[src/rtl/lsu_pkg.sv]
`default_nettype none
// +--------------------------------------------------------------------------+
// | lsu_pkg : shared widths, funct3 mem-opcode constants, LSU state encoding  |
// | Rev 1.0                                                                  |
// +--------------------------------------------------------------------------+
package lsu_pkg;
    localparam int DATA_W   = 32;
    localparam int MEM_OP_W = 3;

    localparam logic [MEM_OP_W-1:0] LSU_LB  = 3'b000;
    localparam logic [MEM_OP_W-1:0] LSU_LH  = 3'b001;
    localparam logic [MEM_OP_W-1:0] LSU_LW  = 3'b010;
    localparam logic [MEM_OP_W-1:0] LSU_LBU = 3'b100;
    localparam logic [MEM_OP_W-1:0] LSU_LHU = 3'b101;
    localparam logic [MEM_OP_W-1:0] LSU_SB  = 3'b000;
    localparam logic [MEM_OP_W-1:0] LSU_SH  = 3'b001;
    localparam logic [MEM_OP_W-1:0] LSU_SW  = 3'b010;

    typedef enum logic [1:0] {
        IDLE      = 2'd0,
        WAIT_DATA = 2'd1,
        DRAIN     = 2'd2
    } lsu_state_t;

    // size is funct3[1:0]: 00 byte, 01 half, 10 word
    function automatic logic is_misaligned(input logic [1:0] size, input logic [1:0] off);
        logic mis;
        case (size)
            2'b01:   mis = off[0];
            2'b10:   mis = |off;
            default: mis = 1'b0;
        endcase
        return mis;
    endfunction
endpackage
`default_nettype wire

[src/rtl/lsu_align.sv]
`default_nettype none
// +--------------------------------------------------------------------------+
// | lsu_align : store lane replication/byteenable and load extract/extend     |
// | Rev 1.0                                                                  |
// +--------------------------------------------------------------------------+
module lsu_align
    import lsu_pkg::*;
(
    input  logic [1:0]          st_size_i,
    input  logic [1:0]          st_off_i,
    input  logic [DATA_W-1:0]   st_data_i,
    output logic [DATA_W-1:0]   st_data_o,
    output logic [3:0]          st_be_o,
    input  logic [MEM_OP_W-1:0] ld_op_i,
    input  logic [1:0]          ld_off_i,
    input  logic [DATA_W-1:0]   ld_data_i,
    output logic [DATA_W-1:0]   ld_data_o
);
    logic [7:0]  ld_byte;
    logic [15:0] ld_half;

    // Halfword lanes follow off[1] so an unaligned half still maps to a whole lane pair
    always_comb begin
        case (st_size_i)
            2'b00: begin
                st_data_o = {4{st_data_i[7:0]}};
                st_be_o   = 4'b0001 << st_off_i;
            end
            2'b01: begin
                st_data_o = {2{st_data_i[15:0]}};
                st_be_o   = st_off_i[1] ? 4'b1100 : 4'b0011;
            end
            default: begin
                st_data_o = st_data_i;
                st_be_o   = 4'b1111;
            end
        endcase
    end

    always_comb begin
        case (ld_off_i)
            2'd0:    ld_byte = ld_data_i[7:0];
            2'd1:    ld_byte = ld_data_i[15:8];
            2'd2:    ld_byte = ld_data_i[23:16];
            default: ld_byte = ld_data_i[31:24];
        endcase
        ld_half = ld_off_i[1] ? ld_data_i[31:16] : ld_data_i[15:0];
        case (ld_op_i[1:0])
            2'b00:   ld_data_o = {{24{ld_byte[7] & ~ld_op_i[2]}}, ld_byte};
            2'b01:   ld_data_o = {{16{ld_half[15] & ~ld_op_i[2]}}, ld_half};
            default: ld_data_o = ld_data_i;
        endcase
    end
endmodule
`default_nettype wire

[src/rtl/lsu.sv]
`default_nettype none
// +--------------------------------------------------------------------------+
// | lsu : MEM-stage load/store unit, pipelined data-bus master with stall.    |
// | Define LSU_MISALIGN_CHECK_EN to enable misalignment exceptions.           |
// | Rev 1.0                                                                  |
// +--------------------------------------------------------------------------+
module lsu
    import lsu_pkg::*;
(
    input  logic                clk,
    input  logic                rst,
    input  logic                lsu_flush,
    input  logic                lsu_mem_read,
    input  logic                lsu_mem_write,
    input  logic [MEM_OP_W-1:0] lsu_mem_opcode,
    input  logic [DATA_W-1:0]   lsu_address,
    input  logic [DATA_W-1:0]   lsu_writedata,
    output logic [DATA_W-1:0]   lsu_readdata,
    output logic                lsu_stall,
    output logic                lsu_exc_load_misaligned,
    output logic                lsu_exc_store_misaligned,
    output logic                lsu_bus_read,
    output logic                lsu_bus_write,
    output logic [DATA_W-1:0]   lsu_bus_address,
    output logic [DATA_W-1:0]   lsu_bus_writedata,
    output logic [3:0]          lsu_bus_byteenable,
    input  logic                lsu_bus_waitrequest,
    input  logic [DATA_W-1:0]   lsu_bus_readdata,
    input  logic                lsu_bus_readdatavalid
);
    lsu_state_t          state_q, state_d;
    logic [MEM_OP_W-1:0] ld_op_q;
    logic [1:0]          ld_off_q;

    logic                misaligned;
    logic                req;
    logic                accept_load;
    logic [DATA_W-1:0]   st_data;
    logic [3:0]          st_be;
    logic [DATA_W-1:0]   ld_data;

`ifdef LSU_MISALIGN_CHECK_EN
    assign misaligned = is_misaligned(lsu_mem_opcode[1:0], lsu_address[1:0]);
`else
    assign misaligned = 1'b0;
`endif

    assign req         = (lsu_mem_read | lsu_mem_write) & ~misaligned & ~lsu_flush;
    assign accept_load = (state_q == IDLE) & req & lsu_mem_read & ~lsu_bus_waitrequest;

    lsu_align u_align (
        .st_size_i (lsu_mem_opcode[1:0]),
        .st_off_i  (lsu_address[1:0]),
        .st_data_i (lsu_writedata),
        .st_data_o (st_data),
        .st_be_o   (st_be),
        .ld_op_i   (ld_op_q),
        .ld_off_i  (ld_off_q),
        .ld_data_i (lsu_bus_readdata),
        .ld_data_o (ld_data)
    );

    always_ff @(posedge clk or posedge rst) begin
        if (rst) begin
            state_q  <= IDLE;
            ld_op_q  <= '0;
            ld_off_q <= '0;
        end else begin
            state_q <= state_d;
            if (accept_load) begin
                ld_op_q  <= lsu_mem_opcode;
                ld_off_q <= lsu_address[1:0];
            end
        end
    end

    always_comb begin
        state_d = state_q;
        case (state_q)
            IDLE:      if (accept_load) state_d = WAIT_DATA;
            WAIT_DATA: begin
                if (lsu_bus_readdatavalid) state_d = IDLE;
                else if (lsu_flush)        state_d = DRAIN;
            end
            DRAIN:     if (lsu_bus_readdatavalid) state_d = IDLE;
            default:   state_d = IDLE;
        endcase
    end

    always_comb begin
        lsu_readdata             = '0;
        lsu_stall                = 1'b0;
        lsu_exc_load_misaligned  = 1'b0;
        lsu_exc_store_misaligned = 1'b0;
        lsu_bus_read             = 1'b0;
        lsu_bus_write            = 1'b0;
        lsu_bus_address          = '0;
        lsu_bus_writedata        = '0;
        lsu_bus_byteenable       = 4'b0000;
        case (state_q)
            IDLE: begin
                lsu_bus_read             = req & lsu_mem_read;
                lsu_bus_write            = req & lsu_mem_write;
                lsu_bus_address          = req ? {lsu_address[DATA_W-1:2], 2'b00} : '0;
                lsu_bus_writedata        = (req & lsu_mem_write) ? st_data : '0;
                lsu_bus_byteenable       = req ? (lsu_mem_read ? 4'b1111 : st_be) : 4'b0000;
                lsu_stall                = req & lsu_bus_waitrequest;
                lsu_exc_load_misaligned  = lsu_mem_read & misaligned;
                lsu_exc_store_misaligned = lsu_mem_write & misaligned;
            end
            WAIT_DATA: begin
                lsu_stall    = ~lsu_bus_readdatavalid;
                lsu_readdata = (lsu_bus_readdatavalid & ~lsu_flush) ? ld_data : '0;
            end
            // A killed load is still in flight: hold any new request off the bus
            DRAIN: begin
                lsu_stall = lsu_mem_read | lsu_mem_write;
            end
            default: ;
        endcase
    end
endmodule
`default_nettype wire
[config.mk]
export PLATFORM = sky130hd
export DESIGN_NAME = lsu
export DESIGN_NICKNAME = d
export VERILOG_FILES = /design/src/rtl/lsu_pkg.sv /design/src/rtl/lsu_align.sv /design/src/rtl/lsu.sv
export SDC_FILE = /design/constraint.sdc
export NUM_CORES = 1
export LEC_CHECK = 0
export ABC_AREA = 1
export CAP_MARGIN = 20
export CELL_PAD_IN_SITES_DETAIL_PLACEMENT = 0
export CELL_PAD_IN_SITES_GLOBAL_PLACEMENT = 2
export CORE_MARGIN = 4
export CORE_UTILIZATION = 14
export DETAILED_ROUTE_END_ITERATION = 10
export PLACE_DENSITY = 0.9
export SYNTH_ARGS = -nofsm -noshare
export SYNTH_HDL_FRONTEND = slang
export SYNTH_HIERARCHICAL = 1
export SYNTH_SLANG_ARGS = --single-unit
[constraint.sdc]
create_clock -name clk -period 2 [get_ports clk]
set_input_delay 0.4 -clock clk [delete_from_list [all_inputs] [get_ports clk]]
set_output_delay 0.4 -clock clk [all_outputs]
set_load 0.005 [all_outputs]
Yosys cells after proc, flatten, opt, wreduce, memory -nomap -nowiden
Cells that the tools add are included.

storage, ports and cells
  input port bits = 106
  ROM bits = 0
  flip-flop bits (word level) = 7
  bits in writable memories = 0
  memories = 0
  output and inout port bits = 105
  bits in latches = 0

cells by class
  $lt $le $gt $ge = 0
  bitwise gates (word level) = 15
  mux-type cells = 23
  $add $sub $neg = 0
  shift-type cells = 1
  reduce and logical (&&, ||, !) cells = 5
  divide/modulo/power cells = 0
  equal/unequal tests = 9
  multiply operators = 0

operators by type and width
  kind                                              number
  2-to-1 mux 32 bit                                 6
  case mux 32 bit (2 select lines)                  2
  case mux 8 bit (3 select lines)                   1
  2-to-1 mux 16 bit                                 1
  2-to-1 mux 4 bit                                  4
  bitwise AND 1 bit                                 10
  == test 2 x 1 -> 1 bit (second input constant)    4
  zero test 2 bit                                   4
  2-to-1 mux 2 bit                                  4
  case mux 4 bit (2 select lines)                   1
  case mux 2 bit (3 select lines)                   1
  == test 2 bit (second input constant)             2
  != test 2 bit (second input constant)             2
  inverter 1 bit                                    4
  << shifter 1 x 2 -> 4 bit (first input constant)  1
  != test 3 bit (second input constant)             1
  case mux 1 bit (3 select lines)                   1
  AND reduction 3 bit                               1
  2-to-1 mux 1 bit                                  2
  bitwise OR 1 bit                                  1

Logic depth before layout (Yosys ltp)
  depth after elaboration = 7
  depth in mapped cells = 7

By module
Netlist, hierarchy kept.

modules (own cells, without submodules)
  module     sequential area each (µm²)  area each (µm²)  instances  cells each
  lsu        175.2                       1,328.8          1          231
  lsu_align  0.0                         1,278.7          1          242

Least setup slack after synthesis
Ideal clock, no wire load.

  path kind = register -> output
  from = reg ld_op_q[1]
  to = out lsu_readdata[31]
  arrival = 1.321 ns
  stages on the path, launching flop included = 8
  setup slack = 0.279 ns
  buffers on the path = 2
  cells stage by stage = dfrtp_1 -> buf_2 -> nor2_1 -> o21a_4 -> nand3_4 -> buf_12 -> nand3_2 -> nor3b_1

on the way
  word-level cells in the longest chain between the ends = 4
  elaborated cells on any way between the ends = 5
  those cells by class = 1 x eq/ne; 3 x mux; 1 x reduce/logical

RTL lines
  element                                                           line             RTL
  start: declaration                                                lsu.sv:32        logic [MEM_OP_W-1:0] ld_op_q;
  start signal: assignment                                          lsu.sv:71        ld_op_q <= lsu_mem_opcode;
  == test 2 x 1 -> 1 bit / zero test 2 bit (equally long branches)  lsu_align.sv:48  case (ld_op_i[1:0])
  case mux 32 bit (2 select lines) (*)                              lsu_align.sv:48
  via ld_data[31]                                                   lsu.sv:40        logic [DATA_W-1:0] ld_data;
  2-to-1 mux 32 bit (*)                                             lsu.sv:113       lsu_readdata = (lsu_bus_readdatavalid & ~lsu_flush) ? ld_data : '0;
  2-to-1 mux 32 bit (*)                                             lsu.sv:100       case (state_q)
  end: declaration                                                  lsu.sv:18        output logic [DATA_W-1:0] lsu_readdata,

Mark *: on every way through the listed nets, which the timed path passes. The rest lies on a longest branch.

Final worst setup path
  from = reg ld_off_q[1]
  to = out lsu_readdata[8]

on the way
  word-level cells in the longest chain between the ends = 6
  elaborated cells on any way between the ends = 9
  those cells by class = 2 x eq/ne; 5 x mux; 1 x bitwise; 1 x reduce/logical

RTL lines
  element                                line             RTL
  start: declaration                     lsu.sv:33        logic [1:0] ld_off_q;
  start signal: assignment               lsu.sv:72        ld_off_q <= lsu_address[1:0];
  == test 2 bit (tied with other cells)  lsu_align.sv:41  case (ld_off_i)
  case mux 8 bit (3 select lines)        lsu_align.sv:41
  bitwise AND 1 bit                      lsu_align.sv:49  2'b00: ld_data_o = {{24{ld_byte[7] & ~ld_op_i[2]}}, ld_byte};
  case mux 32 bit (2 select lines) (*)   lsu_align.sv:48
  via ld_data[8]                         lsu.sv:40
  2-to-1 mux 32 bit (*)                  lsu.sv:113
  2-to-1 mux 32 bit (*)                  lsu.sv:100

Marked as above.

==> results.md <==
- Status: finished, violations left
- Failing checks: setup timing
- Critical path's top delay family: simple AND/OR/NAND/NOR gates
- Final Hold Vio Count: 0
- Largest cells by area after synthesis: nand2_1, inv_1, nor2_1
- Die ar.: approximately 21000 µm²
- Post-Synth Adder-Cell Area: 0%
- Synth area leader: nand2_1
- First-pass GRT wire length: about 19000 µm
- Final Power: approximately 0.0023 W
- Gpl congestion: 0.806
- I/O pins: 211
- Via count: 3718
- CP peak stage delay: between 0.4 and 0.5 ns
- Most common flop cell mapped by yosys: dfrtp_1
- Final setup viols: 31
- CTS tree: yes
- Seq. cell area: roughly 180 µm²
- Synth Area in Simple Gates: roughly 57%
- Row count: between 40 and 50
- Mean post-synth cell area: 5.51 µm²
- Xor and xnor area share after synthesis: 0%
- Synth top cells by count: nand2_1, inv_1, nor2_1
- Drt wl/cell: between 10 and 15 µm
- Combinational family with the most area after synthesis: simple AND/OR/NAND/NOR gates
- GRT Util Overall: 11.4%
- Area growth, synth to finish: 109%
- MaxCap Viol Count: 0
- Ys Warns: 6
- Max Root-Sink Buffers: 2
- Yosys reg bits: 7
- Gate Count Post-Synth: about 470
- Setup WS post-layout: -0.170 ns
- # diodes: 0
- Startpoint types: register
- Reg power frac: 8.6%
- Yosys top cell area share: 19.7%
- Footprint of the multi-input gates: 2030 µm²
- Synth Area in Compound Gates: approximately a tenth
- Vias in the first global route: 3672
- Buffer and inverter count on the worst path: 3
- CTS Buf Count: 3
- Comb power frac: 76.0%
- Largest net degree at the start of global routing: 33
- CP Cell Sequence: buf_6, nor2_4, nand2_2, nand3_4, nand3_4, buf_12, nand3_2, nor3b_4, buf_2
- Htree depth: 1
- Period utilization: 108%
- Data required, critical path: roughly 1.6 ns
- Async SR Flop Fraction: 100%
- Fin util: 30.1%
- Power density over the cells: 418 nW/µm²
- FILL cells: between 2000 and 2500
- Die Y: 144 µm
- Finished Cell Area: 5460 µm²
- HPWL after DPL: 9810 µm
- Remaining global-route overflow: 0
- Area of the core: approximately 18000 µm²
- Total Wirelength: 12800 µm
- Nets: about 840
- Post-synth EDFFs: 0
- Int Power: about 0.0014 W
- Worst-Skew Late Latency: 0.23 ns
- Most frequent CP cell: nand3_4
- Mux contribution to synthesized area: 0%
- Crit. End Element: primary output
- Die Wd: about 140 µm
- Maximum fanout along the worst path: 10
- DRC: 0
- Unrepaired setup endpoints after global routing: yes
- Sequential share of the synthesized area: between 6 and 7%
- Cts-stage hold buffer count: 0
- Initial antenna violation count: 0
- Worst Clk Skew: 0.000608 ns
- Clock Power Share: between 15 and 20%
- DR pass1 iterations: 4
- Worst Path Arrival: approximately 1.8 ns
- Switching power share of the total: 40.0%
- Vias per cell: about 3.9
- Slowest CP cell: dfrtp_2
- Fin crit period: roughly 2.2 ns
- Fin. max-slew vios: 0
- Setup_tns: -3.66 ns
- Sw Pwr: 0.000914 W
- Post-detailed-route count of antenna-violating nets: 0
- Unique masters post-synth: 28
- Hold Path Class: input port to asynchronous set/reset pin
- Max Clock Freq: 461 MHz
- Peak supply drop: roughly 220 µV
- Clock slew at reported path FFs: about 0.04 ns
- DP Area: 5120 µm²
- DRT iter0 DRCs: ~110
- Clock Tree Root: clkbuf_16
- Port Buf Inserts: about 200
- Lkg Pwr: about 2.9 nW
- Initial core utilization: 14.4%
- Layout cell share with drive strength beyond 1: between 30% and 40%
- CTS Sinks: 7
- Most common cell in the netlist: nand2_1
- CP Class: register to primary output
- Post-Syn Area: between 2000 and 3000 µm²
## cells in the final DEF (no fill, tap or decap), types with 4 or more instances in the layout
cell and instances:
nand2_2 11, buf_2 49, o21ai_0 10, clkbuf_16 4, nand4_1 6, buf_12 10, o211ai_1 15, nor2_2 20
dfrtp_1 5, inv_1 89, nand2_1 129, a21oi_1 6, nand3_4 4, buf_4 55, dlygate4sd2_1 14, nor2_4 7
buf_6 12, nor3b_1 4, clkdlybuf4s15_2 9, clkbuf_2 27, nor3b_2 27, nor2_1 57, clkdlybuf4s15_1 14, nand3_2 24
clkdlybuf4s50_1 93, conb_1 4
## power by group through the flow
stage	sequential (W)	clock, W	combinational, W
CTS	0.000193	0.000356	0.00167
finish	0.000197	0.000351	0.00174
global placement	0.000201	0	0.00151
floorplan	0.000187	0	0.000831
detailed placement	0.000201	0	0.00151
global route	0.000201	0.000360	0.00190
## per-stage QoR
step | std cells | setup WS, ns | hold WS, ns
after global placement | 926 | -0.639 | 0.533
after CTS | 951 | -0.199 | 0.409
after detailed placement | 926 | -0.611 | 0.536
after floorplan | 476 | 0.279 | 0.203
after global routing | 959 | -0.242 | 0.451
final | 959 | -0.170 | 0.402
## sequential cells by signal, indices dropped and copies added, names as in the netlist
name	count
ld_op_q	3
state_q	2
ld_off_q	2
## metal layers
metal  GRT usage (%)  up-vias  wire [µm]
met3            3.51        8       1400
met5               0        -          0
met1            14.2     1598       5390
met2            19.6      174       5870
met4            2.50        0        157
li1                -     1938          -
## repair_timing
item | CTS | global route
cloned | 5 | 1
setup buffers | 17 | 10
pin swaps | 11 | 11
setup endpoints to repair | 101 | 77
gates resized for setup | 339 | 108
## cells by family (layout without fill, tap and decap cells)
| logic type | after synthesis | count (layout) |
|---|---|---|
| and+or+nand+nor | 295 | 295 |
| buffers and inverters | 131 | 385 |
| DFF | 7 | 7 |
| AOI/OAI and AO/OA | 39 | 39 |
| other | 1 | 4 |
## area by class of cell
| class | count | share of cell area, % |
|---|---|---|
| inverters | 93 | 6.44 |
| well taps | 229 | 5.25 |
| flip-flops and latches | 7 | 3.25 |
| multi-input cells | 338 | 37.2 |
| clock buffers | 4 | 1.44 |
| repair buffers | 288 | 46.4 |
## worst paths after layout
check	from	to	slack, ns	cells past startpoint
worst max-delay path	ld_off_q[1]	lsu_readdata[8]	-0.17	9
max in group asynchronous	rst	ld_off_q[1]	1.36	2
worst min register to register	ld_op_q[2]	ld_op_q[2]	0.59	3
min in group clk	lsu_bus_readdatavalid	state_q[1]	0.54	3
worst max register to register	state_q[1]	ld_off_q[0]	0.66	6
worst min-delay path	rst	ld_op_q[0]	0.40	2
Power figures use the tool's default switching activity.
